## src/rtl/uart_receiver.sv

```systemverilog
// uart_receiver: oversampled UART receiver with a 2-flop RxD synchroniser.
// Define UART_RX_PARITY_EN to expect an even-parity bit before the stop bit.
module uart_receiver #(
    parameter int DATA_BITS  = 8,
    parameter int OVERSAMPLE = 16
) (
    input  logic                 clk,
    input  logic                 reset,
    input  logic                 sample_ENABLE,
    input  logic                 Rx_EN,
    input  logic                 RxD,
    output logic [DATA_BITS-1:0] Rx_DATA,
    output logic                 Rx_VALID,
    output logic                 Rx_PERROR,
    output logic                 Rx_FERROR
);

    localparam int TW = $clog2(OVERSAMPLE);
    localparam int BW = $clog2(DATA_BITS);

    localparam logic [TW-1:0] MID_START = TW'(OVERSAMPLE / 2 - 1);
    localparam logic [TW-1:0] BIT_END   = TW'(OVERSAMPLE - 1);
    localparam logic [BW-1:0] LAST_BIT  = BW'(DATA_BITS - 1);

    typedef enum logic [2:0] {
        IDLE,
        START,
        DATA,
`ifdef UART_RX_PARITY_EN
        PARITY,
`endif
        STOP
    } state_t;

    state_t               state;
    logic [TW-1:0]        tick;
    logic [BW-1:0]        bit_cnt;
    logic [DATA_BITS-1:0] shreg;
    logic                 sync_1;
    logic                 rx_s;
    logic                 par_err;

`ifndef UART_RX_PARITY_EN
    assign par_err   = 1'b0;
    assign Rx_PERROR = 1'b0;
`endif

    always_ff @(posedge clk or negedge reset) begin
        if (!reset) begin
            sync_1 <= 1'b1;
            rx_s   <= 1'b1;
        end else begin
            sync_1 <= RxD;
            rx_s   <= sync_1;
        end
    end

    always_ff @(posedge clk or negedge reset) begin
        if (!reset) begin
            state     <= IDLE;
            tick      <= '0;
            bit_cnt   <= '0;
            shreg     <= '0;
            Rx_DATA   <= '0;
            Rx_VALID  <= 1'b0;
            Rx_FERROR <= 1'b0;
`ifdef UART_RX_PARITY_EN
            par_err   <= 1'b0;
            Rx_PERROR <= 1'b0;
`endif
        end else begin
            Rx_VALID <= 1'b0;
            if (!Rx_EN && state != IDLE) begin
                state <= IDLE;
            end else if (sample_ENABLE) begin
                tick <= tick + 1'b1;
                unique case (state)
                    IDLE: begin
                        if (Rx_EN && !rx_s) begin
                            state     <= START;
                            tick      <= '0;
                            Rx_FERROR <= 1'b0;
`ifdef UART_RX_PARITY_EN
                            par_err   <= 1'b0;
                            Rx_PERROR <= 1'b0;
`endif
                        end
                    end
                    START: begin
                        // a high line at mid start bit was a glitch
                        if (tick == MID_START) begin
                            tick    <= '0;
                            bit_cnt <= '0;
                            state   <= rx_s ? IDLE : DATA;
                        end
                    end
                    DATA: begin
                        if (tick == BIT_END) begin
                            shreg   <= {rx_s, shreg[DATA_BITS-1:1]};
                            bit_cnt <= bit_cnt + 1'b1;
                            if (bit_cnt == LAST_BIT) begin
`ifdef UART_RX_PARITY_EN
                                state <= PARITY;
`else
                                state <= STOP;
`endif
                            end
                        end
                    end
`ifdef UART_RX_PARITY_EN
                    PARITY: begin
                        if (tick == BIT_END) begin
                            par_err <= (^shreg) ^ rx_s;
                            state   <= STOP;
                        end
                    end
`endif
                    STOP: begin
                        if (tick == BIT_END) begin
                            state     <= IDLE;
                            Rx_FERROR <= !rx_s;
`ifdef UART_RX_PARITY_EN
                            Rx_PERROR <= par_err;
`endif
                            if (rx_s && !par_err) begin
                                Rx_DATA  <= shreg;
                                Rx_VALID <= 1'b1;
                            end
                        end
                    end
                    default: state <= IDLE;
                endcase
            end
        end
    end

endmodule

```

## config.mk

```make
export PLATFORM = sky130hd
export DESIGN_NAME = uart_receiver
export DESIGN_NICKNAME = d
export VERILOG_FILES = /design/src/rtl/uart_receiver.sv
export SDC_FILE = /design/constraint.sdc
export NUM_CORES = 1
export LEC_CHECK = 0
export BUFFER_PORTS_ARGS = -buffer_cell sky130_fd_sc_hd__buf_2
export CAP_MARGIN = 20
export CORE_UTILIZATION = 55
export CTS_CLUSTER_DIAMETER = 40
export DETAILED_ROUTE_END_ITERATION = 16
export GPL_TIMING_DRIVEN = 1
export HOLD_SLACK_MARGIN = 0.12
export PLACE_DENSITY = 0.76
export REMOVE_ABC_BUFFERS = 1
export SLEW_MARGIN = 20
export SYNTH_ARGS = -nofsm -noshare
export SYNTH_HDL_FRONTEND = slang
export SYNTH_SLANG_ARGS = --single-unit
```

## constraint.sdc

```tcl
create_clock -name clk -period 3.7 [get_ports clk]
set_clock_uncertainty 0.1 [all_clocks]
set_input_delay 0.74 -clock clk [delete_from_list [all_inputs] [get_ports clk]]
set_output_delay 0.74 -clock clk [all_outputs]
set_load 0.02 [all_outputs]
```

==> results.toml, run 1 <==
[run_status]
status = "finished, final reports clean"

[routing]
wl_per_cell_microns = 16.26
via_per_inst = 6.265
vias = 946
drt_iter0_markers = 21
drtPass1Iterations = 4
route.detailed.drc = 0
finalWirelength_mm = 2.455
ant_nets = 0

[die]
rows = 17
die_h_microns = 52.03
die_w_microns = 52.03
die-area_sq_um = 2707
ios = 16
start_util_pct = 60.47
coreArea_sq_um = 2276

[cts]
cts-root-buf = "clkbuf_4"
clk_latency_ns = 0.33
cts-buffers-inserted = 5
cts_resized = 0
ctsLongestPathBuffers = 2
htree_levels = 2
postCtsHoldBufs = 0
clock_sinks = 29
post-cts-setup-buffers = 0
cts_tree = "yes"
clk_pin_slew_worst_paths_ns = 0.10

[sta]
hold_ws_ns = 0.2623
period_needed_ns = 2.204
final.setup.tns_ns = 0
grt_setup_unrepaired = "false"
fmax_ghz = 0.4537
finalSetupViolCount = 0
drv_slew = 0
timing.final.crit_share_pct = 59.57
slew_headroom_pct = 48.94
max_slew.worst_pin.slew_ns = 0.7617
fin_ws_ns = 1.496
hold_viol = 0

[global_routing]
grt_pass1_vias = 834
track_usage_pct = 22.14
gr-total-overflow = 0
antenna_found_initial = 0
grt_max_degree = 30
grt_pass1_wl_mm = 4.153

[setup_path]
cp-end-kind = "register"
cp.arrival_ns = 2.32
critPathKind = "register to register"
path_max_fanout = 11
crit_required_ns = 3.82
crit_path_start_kind = "register"

[power_and_ir_drop]
leakage_nw = 0.7452
power_density_nw_per_um2 = 417.0
worst_ir_drop_vdd_v = 0.0003693
power.total_uw = 622.4

[final_layout]
layout-drive-gt1-share_pct = 38.21
antenna_cells = 0
fin_util_pct = 65.59
syn_to_final_growth_pct = 8.454
finalNetCount = 130

[synthesis]
yosysTopAreaCellShare_pct = 49.09
async_flop_share_pct = 100.0
syn-instance-count = 107
yosysMostFrequentCell = "dfrtp_1"
synth.distinct_cells = 37
yosys-top-cells-count = "dfrtp_1 (27), mux2_2 (16), a21oi_1 (4), inv_1 (4), o21ai_0 (4)"
avgSynthCellArea_sq_um = 12.86
synth-seq-area-share_pct = 52.91
synth.area.top_cells = "dfrtp_1 (49%), mux2_2 (13%), dfstp_2 (3.8%)"
synthFlopType = "dfrtp_1"
synth_warnings = 0
synth.cell_area_sq_um = 1376
yosysTopAreaCell = "dfrtp_1"
synth_enable_flop_cells = 0
synth-seq-cells = 29

[placed_design]
hpwl_mm = 1.708
port_buffers = 14
place.gp.congestion = 0.9020
place_worst_setup_slack_ns = 1.249

[run]
drv_cap = 0

[worst_hold_path]
hp-class = "register to register"
[cell usage in the layout, fill, tap and decap left out, types with 2 or more instances in the layout]
master / Yosys / layout
o211ai_1: 3 / 3
dfrtp_1: 27 / 27
a21oi_1: 4 / 4
ha_1: 3 / 3
and3_1: 3 / 3
o2bb2ai_1: 2 / 2
mux2_2: 16 / 16
and2_1: 2 / 2
clkbuf_4: 0 / 5
nand3_1: 3 / 3
nand4_1: 3 / 3
a221oi_1: 3 / 3
dfstp_2: 2 / 2
nor3b_1: 3 / 3
nand2_1: 2 / 2
inv_1: 4 / 4
buf_2: 1 / 14
clkinv_2: 0 / 2
o21ai_0: 4 / 4
[final timing paths]
check | startpoint | to | slack [ns] | cells past startpoint
max | tick[0]$_DFFE_PN0P_ | shreg[0]$_DFFE_PN0P_ | 1.50 | 4
min | sync_1$_DFF_PN1_ | rx_s$_DFF_PN1_ | 0.26 | 0
max reg2reg | tick[0]$_DFFE_PN0P_ | shreg[0]$_DFFE_PN0P_ | 1.50 | 4
min reg2reg | sync_1$_DFF_PN1_ | rx_s$_DFF_PN1_ | 0.26 | 0
max in group asynchronous | reset | Rx_DATA[6]$_DFFE_PN0P_ | 2.77 | 1
min in group asynchronous | reset | tick[2]$_DFFE_PN0P_ | 0.31 | 1
[stage by stage]
step | instance area, sq um | std cells
after global routing | 1493 | 151
after floorplan | 1333 | 101
after detailed placement | 1438 | 143
after global placement | 1438 | 143
after CTS | 1493 | 151
final | 1493 | 151
[report_power, final]
part           internal (mW)  switching, mW
clock                 0.0715          0.115
sequential             0.336         0.0274
combinational         0.0323         0.0404
[sequential cells by signal, indices dropped and copies added, names as in the netlist]
name,cells
Rx_DATA,8
Rx_FERROR,1
Rx_VALID,1
bit_cnt,3
rx_s,1
shreg,8
state,2
sync_1,1
tick,4
[cell families (layout without fill, tap and decap cells)]
| family | after synthesis | count (layout) | share of synthesized area [%] |
|---|---|---|---|
| flops | 29 | 29 | 52.91 |
| simple gates | 25 | 25 | 13.64 |
| compound gates | 22 | 22 | 12.36 |
| mux | 17 | 17 | 13.82 |
| buf+inv | 10 | 26 | 4.272 |
| fa+ha+maj | 3 | 3 | 2.728 |
| other cells | 1 | 1 | 0.2725 |
[final cells by class]
class,instances,area (sq um)
Timing Repair Buffer,14,70.07
Fill cell,175,783.3
Tap cell,28,35.03
Clock buffer,5,37.54
Sequential cell,29,728.2
Multi-Input combinational cell,68,589.3
Clock inverter,3,17.52
Inverter,4,15.01
[per-layer routing]
metal | global-route usage (%) | part of all wire (%) | vias to the layer above
li1 | - | - | 432
met1 | 30.86 | 45 | 471
met2 | 31.41 | 46 | 36
met3 | 7.018 | 6.7 | 7
met4 | 9.459 | 1.9 | 0
met5 | 0 | 0 | -
[worst max-delay path, cell delays in order, from the launching register on]
cell and delay [ns]:
dfrtp_1 0.39, ha_1 0.32, nand4_1 0.23, nor3_2 0.63, mux2_2 0.43
Note: power is estimated with default switching activity, not from simulation.
==> inputs of run 2 (changes only) <==
--- a/config.mk
+++ b/config.mk
@@ -5,8 +5,10 @@
 export SDC_FILE = /design/constraint.sdc
 export NUM_CORES = 1
 export LEC_CHECK = 0
+export ABC_AREA = 1
 export BUFFER_PORTS_ARGS = -buffer_cell sky130_fd_sc_hd__buf_2
 export CAP_MARGIN = 20
+export CORE_ASPECT_RATIO = 0.5
 export CORE_UTILIZATION = 55
 export CTS_CLUSTER_DIAMETER = 40
 export DETAILED_ROUTE_END_ITERATION = 16
==> constraint.sdc (replaced) <==
create_clock -name clk -period 2.15 [get_ports clk]
set_clock_uncertainty 0.1 [all_clocks]
set_input_delay 0.43 -clock clk [delete_from_list [all_inputs] [get_ports clk]]
set_output_delay 0.43 -clock clk [all_outputs]
set_load 0.02 [all_outputs]
==> results.toml, run 2 <==
[run_status]
status = "finished, final reports clean"

[synthesis]
yosysTopAreaCellShare_pct = 46.43
yosys-top-cells-count = "nand2_1 (39), dfrtp_1 (27), inv_1 (20), o21ai_2 (17), nor2_1 (7)"
synth.distinct_cells = 28
synth-seq-area-share_pct = 50.04
synth_warnings = 0
synthFlopType = "dfrtp_1"
avgSynthCellArea_sq_um = 9.449
synth_enable_flop_cells = 0
yosysMostFrequentCell = "nand2_1"
synth.cell_area_sq_um = 1455
syn-instance-count = 154
synth.area.top_cells = "dfrtp_1 (46%), o21ai_2 (10%), nand2_1 (10%)"
yosysTopAreaCell = "dfrtp_1"
async_flop_share_pct = 100.0
synth-seq-cells = 29

[cts]
cts_tree = "yes"
htree_levels = 2
cts_resized = 0
ctsLongestPathBuffers = 2
cts-root-buf = "clkbuf_8"
clk_latency_ns = 0.27
cts-buffers-inserted = 5
clock_sinks = 29
clk_pin_slew_worst_paths_ns = 0.06
post-cts-setup-buffers = 0

[die]
die_w_microns = 74.74
rows = 12
start_util_pct = 61.73
coreArea_sq_um = 2357
die_h_microns = 38.37
ios = 16
die-area_sq_um = 2868

[setup_path]
critPathMaxStageDelay_ns = 0.35
cp-end-kind = "register"
reg2reg_slack_ns = 0.51
crit_start = "tick[0]$_DFFE_PN0P_"
cp.arrival_ns = 1.69
path_cells = "ha_1, nand2_1, nor2_1, nand4_4, nand2_1, o21ai_2"
crit_path_start_kind = "register"
rr_endpoint = "Rx_DATA[5]$_DFFE_PN0P_"
cp_slowest_cell = "dfrtp_1"
rr_worst_depth = 6
critPathKind = "register to register"
path_max_fanout = 16
path_common_cell = "nand2_1"
worstReg2RegStart = "tick[0]$_DFFE_PN0P_"
crit_required_ns = 2.21

[run]
drv_cap = 0

[sta]
timing.final.crit_share_pct = 76.19
fmax_ghz = 0.6105
period_needed_ns = 1.638
hold_viol = 0
max_slew.worst_pin.slew_ns = 0.6185
drv_slew = 0
grt_setup_unrepaired = "false"
fin_ws_ns = 0.5120
final.setup.tns_ns = 0
finalSetupViolCount = 0
slew_headroom_pct = 58.77

[routing]
wl_per_cell_microns = 12.45
drt_iter0_markers = 62
vias = 1049
route.detailed.drc = 0
via_per_inst = 5.068
drtPass1Iterations = 4
ant_nets = 0
finalWirelength_mm = 2.577

[global_routing]
grt_pass1_vias = 1017
antenna_found_initial = 0
grt_pass1_wl_mm = 4.547
track_usage_pct = 22.93
grt_max_degree = 30
gr-total-overflow = 0

[final_layout]
layout_common_cells = "nand2_1 (39), dfrtp_1 (27), inv_1 (20)"
final_area_sq_um = 1620
nFillCells = 207
layout-drive-gt1-share_pct = 31.98
syn_to_final_growth_pct = 11.35
finalNetCount = 180
top_regs = "Rx_DATA (8), shreg (8), tick (4)"
antenna_cells = 0
final_common_cell = "nand2_1"

[placed_design]
place.gp.congestion = 0.7916
hpwl_mm = 1.779
port_buffers = 14
place_worst_setup_slack_ns = 0.5376
place_area_sq_um = 1524

[worst_hold_path]
min_from = "RxD"
hold_end = "sync_1$_DFF_PN1_"
hp-class = "input pin to register"
hold_path_depth = 1

[power_and_ir_drop]
power_density_nw_per_um2 = 918.7
worst_ir_drop_vdd_v = 0.0005052
leakage_nw = 0.8326
## run 2: cell types whose count changed after synthesis, sizes merged, moves of 3 or more
cell    delta
a21oi      -3
nand2     +45
and3       -4
nor2       +8
nand3      +4
a221oi     -3
o21ai     +18
mux2      -16
inv       +19
nor3b      -3
## run 2: kinds of logic after synthesis
group | share of synthesized area, %
flip-flops | 50.04
adder cells (fa/ha/maj) | 2.580
AND/OR/NAND/NOR | 23.73
buffers and inverters | 9.372
AO/OA/AOI/OAI | 14.02
other | 0.2577
## run 2: critical path: cells and delay by family, from the launching register on
kind,cells,cell delay [ns]
AOI/OAI and AO/OA,1,0.07
and+or+nand+nor,4,0.73
adders and majority gates,1,0.27
DFF,1,0.35
## run 2: per-layer routing
| metal | part of all wire [%] | routed length [microns] | up-vias | global-route usage (%) |
|---|---|---|---|---|
| met4 | 0.89 | 23 | 0 | 6.132 |
| met3 | 4.8 | 124 | 2 | 8.684 |
| met1 | 48 | 1233 | 505 | 30.43 |
| met5 | 0 | 0 | - | 0 |
| li1 | - | - | 519 | - |
| met2 | 46 | 1196 | 23 | 35.59 |
## run 2: how the worst max path moves through the flow
stage,slack (ns),endpoint
floorplan,0.68,Rx_DATA[1]$_DFFE_PN0P_
global placement,0.57,Rx_DATA[5]$_DFFE_PN0P_
detailed placement,0.54,Rx_DATA[3]$_DFFE_PN0P_
CTS,0.52,Rx_DATA[3]$_DFFE_PN0P_
global route,0.37,Rx_DATA[0]$_DFFE_PN0P_
finish,0.51,Rx_DATA[5]$_DFFE_PN0P_
## run 2: layout make-up
type                    count  area, sq um  share of cell area, %
clock buffers               7        86.33                  5.328
well taps                  35        43.79                  2.703
flip-flops and latches     29        728.2                  44.94
inverters                  23        91.34                  5.637
repair buffers             15        80.08                  4.942
multi-input cells          98        590.6                  36.45
## run 2: power breakdown
part	switching (mW)	internal (mW)
Combinational	0.249	0.124
Clock	0.189	0.253
Sequential	0.0647	0.609
## run 2: metrics by stage
step	total power, mW	utilization (%)	hold WS [ns]	std cells
2_1_floorplan	0.9607	-	0.03441	150
3_3_place_gp	1.031	64.65	0.2473	199
3_5_place_dp	1.048	64.65	0.2473	199
4_1_cts	1.500	68.74	0.1408	207
5_1_grt	1.590	68.74	0.1415	207
6_report	1.489	68.74	0.1505	207
## run 2: timing repair
item	CTS	global route
hold buffers	1	0
endpoints found under the hold margin	27	0
endpoints found under the setup margin	0	0
